===== config.mk =====
export PLATFORM = sky130hd
export DESIGN_NAME = wb_rr_arbiter
export DESIGN_NICKNAME = d
export VERILOG_FILES = /design/src/rtl/wb_rr_arbiter.sv
export SDC_FILE = /design/constraint.sdc
export NUM_CORES = 1
export LEC_CHECK = 0
export ABC_AREA = 1
export BUFFER_PORTS_ARGS = -buffer_cell sky130_fd_sc_hd__buf_2
export CORE_ASPECT_RATIO = 1.4
export CORE_UTILIZATION = 52
export CTS_CLUSTER_SIZE = 30
export DETAILED_ROUTE_END_ITERATION = 8
export PLACE_DENSITY = 0.84
export SYNTH_ARGS = -nofsm -noshare
export SYNTH_HDL_FRONTEND = slang
export SYNTH_SLANG_ARGS = --single-unit
export TNS_END_PERCENT = 10

===== constraint.sdc =====
create_clock -name CLK_I -period 2.8 [get_ports CLK_I]
set_input_delay 0.28 -clock CLK_I [delete_from_list [all_inputs] [get_ports CLK_I]]
set_output_delay 0.28 -clock CLK_I [all_outputs]
set_load 0.01 [all_outputs]

===== src/rtl/wb_rr_arbiter.sv =====
// Round-robin Wishbone arbiter for the shared internal bus.
// Each grant has a watchdog that force-releases a hung master.
// After every release the bus stays idle for a drain window, so a late
// slave ACK is never routed to the next master.

module wb_rr_arbiter #(
    parameter int NUM_OF_MASTER   = 5,
    parameter int NUM_OF_SEL_BITS = 3,
    parameter int DRAIN_CYCLES    = 2,
    parameter int TIMEOUT         = 64
) (
    input  logic                       CLK_I,
    input  logic                       RST_I,
    input  logic [NUM_OF_MASTER-1:0]   CYC_I,
    input  logic                       ACK_I,
    output logic [NUM_OF_SEL_BITS-1:0] GNT,
    output logic [NUM_OF_MASTER-1:0]   GNT_mux,
    output logic                       CYC,
    output logic                       timeout,
    output logic [7:0]                 timeout_count
);

    typedef enum logic [1:0] {
        IDLE    = 2'd0,
        GRANT   = 2'd1,
        RELEASE = 2'd2
    } state_t;

    localparam logic [NUM_OF_SEL_BITS-1:0] LAST_MASTER = NUM_OF_SEL_BITS'(NUM_OF_MASTER - 1);
    localparam logic [15:0] DRAIN_LOAD = (DRAIN_CYCLES == 0) ? 16'd0 : 16'(DRAIN_CYCLES - 1);
    localparam logic [15:0] WD_LIMIT   = (TIMEOUT == 0) ? 16'd0 : 16'(TIMEOUT - 1);
    localparam bit          WD_ENABLE  = (TIMEOUT != 0);
    localparam bit          NO_DRAIN   = (DRAIN_CYCLES == 0);

    state_t                     state;
    logic [NUM_OF_SEL_BITS-1:0] ptr;
    logic [15:0]                watchdog;
    logic [15:0]                drain;
    logic [NUM_OF_MASTER-1:0]   lockout;

    logic [NUM_OF_MASTER-1:0]   eligible;
    logic                       found;
    logic [NUM_OF_SEL_BITS-1:0] pick;
    logic [NUM_OF_SEL_BITS:0]   cand;
    logic [NUM_OF_MASTER-1:0]   pick_onehot;

    logic normal_release;
    logic ack_seen;
    logic forced_release;
    logic any_release;
    logic do_arbitrate;

    // The current owner is masked out because it is always releasing when
    // arbitration runs from GRANT (GNT_mux is zero in the other states).
    assign eligible    = CYC_I & ~lockout & ~GNT_mux;
    assign pick_onehot = NUM_OF_MASTER'(1) << pick;

    // The bus cycle is only passed through while a master owns the bus.
    assign CYC = (state == GRANT) && CYC_I[GNT];

    // Rotating priority search starting just after the last granted master.
    always_comb begin
        found = 1'b0;
        pick  = ptr;
        cand  = '0;
        for (int k = 1; k <= NUM_OF_MASTER; k++) begin
            cand = {1'b0, ptr} + (NUM_OF_SEL_BITS + 1)'(k);
            if (cand >= (NUM_OF_SEL_BITS + 1)'(NUM_OF_MASTER)) begin
                cand = cand - (NUM_OF_SEL_BITS + 1)'(NUM_OF_MASTER);
            end
            if (!found && eligible[cand[NUM_OF_SEL_BITS-1:0]]) begin
                found = 1'b1;
                pick  = cand[NUM_OF_SEL_BITS-1:0];
            end
        end
    end

    // Classify this cycle's event: release beats ACK, ACK beats watchdog expiry.
    always_comb begin
        normal_release = (state == GRANT) && !CYC_I[GNT];
        ack_seen       = (state == GRANT) && CYC_I[GNT] && ACK_I;
        forced_release = (state == GRANT) && CYC_I[GNT] && !ACK_I &&
                         WD_ENABLE && (watchdog == WD_LIMIT);
        any_release    = normal_release || forced_release;
        do_arbitrate   = (state == IDLE) ||
                         ((state == RELEASE) && (drain == 16'd0)) ||
                         (any_release && NO_DRAIN);
    end

    // Arbiter state machine with registered grants, watchdog and drain timer.
    always_ff @(posedge CLK_I or posedge RST_I) begin
        if (RST_I) begin
            state         <= IDLE;
            GNT           <= '0;
            GNT_mux       <= '0;
            timeout       <= 1'b0;
            timeout_count <= 8'd0;
            watchdog      <= 16'd0;
            drain         <= 16'd0;
            lockout       <= '0;
            ptr           <= LAST_MASTER;
        end else begin
            timeout <= forced_release;
            lockout <= (lockout & CYC_I) | (forced_release ? GNT_mux : '0);
            if (forced_release && (timeout_count != 8'hFF)) begin
                timeout_count <= timeout_count + 8'd1;
            end

            if (do_arbitrate) begin
                if (found) begin
                    GNT      <= pick;
                    GNT_mux  <= pick_onehot;
                    ptr      <= pick;
                    watchdog <= 16'd0;
                    state    <= GRANT;
                end else begin
                    GNT_mux <= '0;
                    state   <= IDLE;
                end
            end else if (any_release) begin
                GNT_mux <= '0;
                drain   <= DRAIN_LOAD;
                state   <= RELEASE;
            end else if (state == RELEASE) begin
                drain <= drain - 16'd1;
            end else if (state == GRANT) begin
                if (ack_seen) begin
                    watchdog <= 16'd0;
                end else begin
                    watchdog <= watchdog + 16'd1;
                end
            end else begin
                state <= IDLE;
            end
        end
    end

endmodule

# Word-level counts from Yosys, hierarchy flattened
# Index checks and enable logic that the tools add are counted.
# word_totals
ff_bits	59
in_bits	8
# op_classes
muxes	44
n_addsub	13
reduce_logical	28
magnitude_cmp	11
n_eq_ne	9
shift	1
n_bitwise	7
# op_table
op	count
$mux W16	8
$mux W3	10
$lt A3 B4 Y1 const B	6
$ge A4 B3 Y1 const B	5
$mux W5	4
$bmux W1 S3	6
$add A16 B1 Y16 const B	1
$eq A16 B6 Y1 const B	1
$logic_not A16 Y1	1
$sub A16 B1 Y16 const B	1
$and A5 B5 Y5	3
$sub A3 B3 Y3 const B	5
$mux W1	12
$logic_and A1 B1 Y1	11
$not A5 Y5	2
$add A3 B2 Y4 const B	2
$add A3 B3 Y4 const B	2
$add A8 B1 Y8 const B	1
$mux W2	4
$ne A8 B8 Y1 const B	1
$logic_not A1 Y1	6
$ne A3 B3 Y1 const B	2
$reduce_and A2 Y1	3
$reduce_bool A2 Y1	3
11 further kinds	13

# Longest topological paths before layout
# Gate-level depths: netlist of the first run.
# logic_depth
word_depth	21
ltp_mapped	25
ltp_nobuf	23

# Worst setup path before layout of the first run
# Ideal clock, no wire load.
# synth_path
kind	reg2reg
startpoint	register GNT[0]
endpoint	register GNT_mux[0]
path_stages_with_launch	24
t_arrival_ns	2.772
period_less_slack_ns	2.837
slack_ns	-0.037
path_buffers	2
path_cell_list	dfrtp_1 buf_6 inv_2 buf_6 ha_1 inv_1 fa_1 inv_1 nand2_2 o21ai_0 nand3_1 nor2_1 inv_1 nand2_4 inv_1 nand3_1 nand2_1 nor2_1 nor2_1 nor2_1 nor2_1 nor2_1 nand2_1 nand2_1
# synth_between
elab_chain_len	7
elab_cells_between_ends	9
# synth_rtl
item	line	source
start: declaration	16	output logic [NUM_OF_SEL_BITS-1:0] GNT,
start signal: assignment	111	GNT <= pick;
$bmux W1 S3 (*)	80, 82	
$mux W1 (implied by the code) (*)	80, 82	
$logic_and A1 B1 Y1 (2 in series)	82	forced_release = (state == GRANT) && CYC_I[GNT] && !ACK_I &&
$logic_and A1 B1 Y1	83	WD_ENABLE && (watchdog == WD_LIMIT);
$logic_or A1 B1 Y1 (*)	84	any_release = normal_release || forced_release;
$reduce_bool A2 Y1 (no line) (*)	-	
end signal: assignment	112	GNT_mux <= pick_onehot;
end: declaration	17	output logic [NUM_OF_MASTER-1:0] GNT_mux,
# Mark *: on every way between the ends. The rest lies on a longest branch, timed or not. The select of a mux whose other input is x is not followed.
# A chain may end at the register's enable or synchronous reset.

==> flow_summary.json, run 1 <==
{
  "status": "finished, final reports clean",
  "hpwl_mm": 7.39,
  "fillers": 598,
  "pin_count": 26,
  "synthCells": 541,
  "drtIter0Drc": 325,
  "yosysSeqAreaShare_pct": 35.6,
  "vias_per_cell": 5.74,
  "die_w_um": 76.3,
  "min_path_type": "in -> reg",
  "grt_max_degree": 25,
  "fin_nets": 616,
  "cts_tree": "built",
  "r2r_cells": 20,
  "grtUsageTotal_pct": 25.7,
  "grt_overflow_total": 0,
  "worstPathArrival_ns": 2.93,
  "dieArea_um2": 8080,
  "wl_per_cell_um": 15.2,
  "p_leak_uw": 0.00242,
  "dr.pass1.iters": 5,
  "chipHeight_um": 106,
  "fin_area_um2": 4880,
  "timing_worst_setup_path_type": "reg -> reg",
  "fin_skew_ns": 0.00763,
  "grt_pass1_wl_mm": 16.5,
  "ir_worst_vdd_uv": 367,
  "hold_violations": 0,
  "cts-root-buf": "clkbuf_8",
  "start_util_pct": 54.2,
  "utilization_pct": 65.9,
  "vias": 3984,
  "gp_congestion": 0.902,
  "coreArea_um2": 7410,
  "fp-row-count": 37,
  "crit_fanout": 7,
  "clock_sinks": 57,
  "diodes": 0,
  "maxSlewHeadroom_pct": 66.8,
  "synth_fp_nets": 563,
  "synth.ff_latch_count": 57,
  "path_clk_slew_ns": 0.06,
  "grt_pass1_vias": 3778,
  "r2r_slack_ns": 0.06,
  "numCtsBuffers": 9,
  "syn_area_per_cell_um2": 7.42,
  "rsz0062_at_grt": "yes",
  "min_delay_path_depth": 3,
  "drive_above_1_share_pct": 29.5,
  "netlist_area_um2": 4020,
  "regToRegEndpoint": "GNT[1]",
  "yosysUniqueCellTypes": 47,
  "finalCritPeriodShare_pct": 97.8,
  "drcViolationCount": 0,
  "maxCapViolCount": 0,
  "finalSetupViolations": 0,
  "hold_start": "CYC_I[4]",
  "htreeDepth": 3,
  "antenna_found_initial": 0,
  "clock_path_buffers": 2,
  "startpoint_type": "flop",
  "crit_path_end_kind": "flop",
  "timing.rr.start": "GNT[0]",
  "areaGrowthSynthToFinish_pct": 21.7,
  "placed_area_um2": 4310,
  "power_density_nw_per_um2": 319,
  "critPathLaunch": "GNT[0]",
  "postRouteAntennaNets": 0,
  "worst_slew_pin_slew_ns": 0.497,
  "io_buffer_count": 25,
  "insertion_delay_ns": 0.33,
  "yosysWarnings": 0,
  "report.final.slew_viol_count": 0,
  "fmax_mhz": 365,
  "postRouteWirelength_mm": 10.6,
  "worst_ep_required_time_ns": 2.99,
  "critPathCapture": "GNT[1]",
  "final.min_clock_period_ns": 2.74
}
-- cell type report --
class / count / area, um^2 / share of cell area, %
clock buffer: 14 / 163 / 3.33
inverter: 83 / 327 / 6.69
multi-input combinational: 391 / 2500 / 51.2
sequential: 57 / 1430 / 29.3
tap: 97 / 121 / 2.48
timing repair buffer: 52 / 345 / 7.07
-- critical path, stage by stage, from the launching register on --
cell and delay [ns]:
dfrtp_1 0.40, inv_2 0.09, ha_4 0.13, inv_2 0.04
fa_2 0.37, inv_4 0.11, nand2_8 0.09, o21ai_4 0.17
nand3_2 0.12, nor2_4 0.13, inv_2 0.06, nand2_4 0.10
inv_2 0.07, nand3_2 0.09, nand2_1 0.06, nor2_2 0.15
inv_1 0.05, nand2_1 0.07, nand2_2 0.07, nand3_4 0.08
o21ai_0 0.13
-- what timing repair did --
item / in CTS / in global routing
pin swaps: 0 / 31
hold endpoints to repair: 22 / 0
hold buffers: 1 / 0
resized for setup: 3 / 90
setup buffers: 0 / 9
endpoints found under the setup margin: 3 / 24
-- stage by stage --
| step | hold WS, ns | setup WS, ns | TNS [ns] | cells | power (uW) |
|---|---|---|---|---|---|
| 3_5_place_dp | 0.332 | -0.0203 | -0.0577 | 670 | 912 |
| 3_3_place_gp | 0.331 | 0.0658 | 0 | 670 | 911 |
| 5_1_grt | 0.200 | -0.158 | -0.686 | 694 | 1620 |
| 4_1_cts | 0.197 | -0.000937 | -0.000937 | 685 | 1560 |
| 2_1_floorplan | 0.401 | 0.00448 | 0 | 541 | 887 |
| 6_report | 0.210 | 0.0606 | 0 | 694 | 1560 |
-- cell usage after synthesis, drive strengths merged --
cell     instances  area [um^2]
o32ai            2         17.5
o2bb2ai          1         8.76
nand2          134          543
a31oi            3         25.0
o21ai           33          169
nand3b           2         18.8
a21oi           17          119
a22o             1         8.76
nor3b            1         7.51
o22ai            9         56.3
nor4             4         25.0
dfstp            1         26.3
a22oi            1         7.51
dfrtp           56         1400
nor2            43          198
clkbuf           2         7.51
nand3           74          380
o21a             3         22.5
ha              13          163
o31ai            1         7.51
buf              8         72.6
nand4           12         96.3
nor3             9         67.6
inv             83          314
xnor2            6         52.6
fa               1         20.0
xor2            18          158
o211ai           3         22.5
-- cells in the final DEF (no fill, tap or decap), drive strengths merged, types with 4 or more instances in the layout --
cell type / synthesis / layout
nor3: 9 / 9
nand2: 134 / 134
nand4: 12 / 12
ha: 13 / 13
a21oi: 17 / 17
o22ai: 9 / 9
nor4: 4 / 4
o21ai: 33 / 33
dfrtp: 56 / 56
xnor2: 6 / 6
buf: 8 / 51
nand3: 74 / 74
clkbuf: 2 / 14
nor2: 43 / 43
inv: 83 / 83
xor2: 18 / 18
-- state kept, by name, summed over array words and instances, names as in the netlist --
| register | count |
|---|---|
| GNT_mux | 5 |
| lockout | 5 |
| timeout | 1 |
| GNT | 3 |
| drain | 16 |
| timeout_count | 8 |
| watchdog | 16 |
| ptr | 1 |
| state | 2 |
-- logic make-up (layout without fill, tap and decap cells) --
kind of cell	Yosys count	in the layout	synth area share, %
xor gates and xnor gates	24	24	5.24
buffers and inverters	93	149	9.82
DFF	57	57	35.6
and+or+nand+nor	279	279	33.3
AOI/OAI and AO/OA	74	74	11.6
adders and majority gates	14	14	4.55
-- routing by layer --
metal | part of all wire, % | track usage (%)
met1 | 39 | 28.4
met2 | 52 | 46.3
met3 | 4.7 | 5.15
met4 | 4.1 | 13.5
met5 | 0 | 0
-- worst min path at each step --
stage,slack [ns],end
final,0.21,lockout[4]
after global routing,0.20,lockout[4]
after CTS,0.20,lockout[2]
after detailed placement,0.33,watchdog[6]
after global placement,0.33,watchdog[6]
after floorplan,0.40,lockout[0]
-- where the power goes --
| group | switching [uW] | total, uW | internal (uW) |
|---|---|---|---|
| registers | 0 | 824 | 824 |
| logic | 59.3 | 86.6 | 27.3 |
| clock network | 288 | 649 | 361 |
| total | 347 | 1560 | 1210 |
(Power assumes the default switching activity.)
==> inputs of run 2 (changes only) <==
Settings changed: CTS_CLUSTER_DIAMETER set to 80, PLACE_DENSITY 0.84 to 0.81.
Clock period 2.8 ns to 3.55 ns, I/O delays scaled along.
==> flow_summary.json, run 2 (synthesis results as in run 1) <==
{
  "maxCapViolCount": 0,
  "startpoint_type": "flop",
  "rsz0062_at_grt": "no",
  "antenna_found_initial": 0,
  "cp_slowest_cell": "dfrtp_2",
  "die_w_um": 76.3,
  "min_path_type": "in -> async",
  "cts-root-buf": "clkbuf_8",
  "drtIter0Drc": 249,
  "clock_sinks": 57,
  "mostFrequentLayoutCells": "nand2_1, nand3_1, inv_1",
  "grt_max_degree": 46,
  "htreeDepth": 3,
  "coreArea_um2": 7410,
  "hpwl_mm": 6.94,
  "chipHeight_um": 106,
  "dr.pass1.iters": 5,
  "gp_congestion": 0.951,
  "start_util_pct": 54.2,
  "crit_fanout": 21,
  "io_buffer_count": 25,
  "fp-row-count": 37,
  "fin_skew_ns": 0.00778,
  "dieArea_um2": 8080,
  "final_common_cell": "nand2_1",
  "worstPathArrival_ns": 3.33,
  "ir_worst_vdd_uv": 277,
  "grt_pass1_vias": 3609,
  "grt_pass1_wl_mm": 16.0,
  "numCtsBuffers": 9,
  "wl_per_cell_um": 13.8,
  "worst_ep_required_time_ns": 3.78,
  "critical-path-max-stage-delay_ns": 0.49,
  "finalSetupViolations": 0,
  "insertion_delay_ns": 0.34,
  "maxSlewHeadroom_pct": 38.8,
  "tns_ns": 0,
  "fin_area_um2": 4390,
  "vias": 3700,
  "crit_path_end_kind": "flop",
  "status": "finished, final reports clean",
  "grtUsageTotal_pct": 25.0,
  "report.final.slew_viol_count": 0,
  "cts_hold_buf": 0,
  "p_leak_uw": 0.00229,
  "cts_tree": "built",
  "timing_worst_setup_path_type": "reg -> reg",
  "largestRegisters": "drain (16), watchdog (16), timeout_count (8)",
  "postRouteAntennaNets": 0,
  "drcViolationCount": 0,
  "power_density_nw_per_um2": 291,
  "drive_above_1_share_pct": 16.1,
  "fmax_mhz": 323,
  "place_inst": 656,
  "placed_area_um2": 4200,
  "p_total_uw": 1280,
  "post-cts-setup-buffers": 0,
  "final_cells": 670,
  "finalCritPeriodShare_pct": 87.3,
  "vias_per_cell": 5.52,
  "cp_cell_sequence": "inv_1, ha_1, ha_1, nand2_1, nand2_1, nand2_1, nand2_1, inv_1, nand3_1, nand2_1, nand2_1, nand2_2, inv_2, nand4_4, nand2_4, nand2_4, nand2_1, nor2_1, o21a_1",
  "worst_slew_pin_slew_ns": 0.916,
  "clock_path_buffers": 2,
  "cts_resized": 0,
  "final.min_clock_period_ns": 3.10,
  "grt_overflow_total": 0,
  "pin_count": 26,
  "r2r_slack_ns": 0.45,
  "fin_nets": 592,
  "hold_violations": 0,
  "diodes": 0,
  "postRouteWirelength_mm": 9.23,
  "path_clk_slew_ns": 0.06,
  "cp_common_cell": "nand2_1",
  "fillers": 676,
  "areaGrowthSynthToFinish_pct": 9.41
}
[run 2: critical path, delay by kind of cell, from the launching register on]
kind / cells / cell delay, ns
buf+inv: 3 / 0.45
compound gates: 1 / 0.16
simple gates: 13 / 1.29
fa+ha+maj: 2 / 0.58
flops: 1 / 0.49
[run 2: final timing paths]
kind / startpoint / endpoint / cells past startpoint
worst min register to register: lockout[3] / lockout[3] / 2
min in group CLK_I: CYC_I[3] / lockout[3] / 3
max in group asynchronous: RST_I / ptr[2] / 3
worst max register to register: GNT[1] / watchdog[12] / 19
worst min-delay path: RST_I / GNT[2] / 2
worst max-delay path: GNT[1] / watchdog[12] / 19
[run 2: power by group]
group,switching [uW],internal (uW)
combinational,41.9,15.2
sequential,0,650
clock,240,331
[run 2: through the flow]
step	hold slack (ns)	utilization, %	worst slack [ns]
3_3_place_gp	0.463	56.8	0.313
6_report	0.215	59.3	0.449
5_1_grt	0.276	59.3	0.129
4_1_cts	0.234	59.2	0.188
2_1_floorplan	0.447	-	0.713
3_5_place_dp	0.470	56.8	0.216
[run 2: final cells by class]
class                           count  area (um^2)  area share, %
Multi-Input combinational cell    391         2200           50.0
Inverter                           83          314           7.15
Tap cell                           97          121           2.76
Timing Repair Buffer               28          148           3.36
Sequential cell                    57         1430           32.5
Clock inverter                      4         45.0           1.03
Clock buffer                       10          138           3.13
[run 2: per-layer routing]
layer | vias up | global-route usage [%] | part of all wire [%]
met4 | 0 | 17.3 | 4.5
met1 | 1699 | 28.4 | 41
met5 | - | 0 | 0
li1 | 1841 | - | -
met2 | 123 | 42.2 | 49
met3 | 37 | 5.06 | 5.6
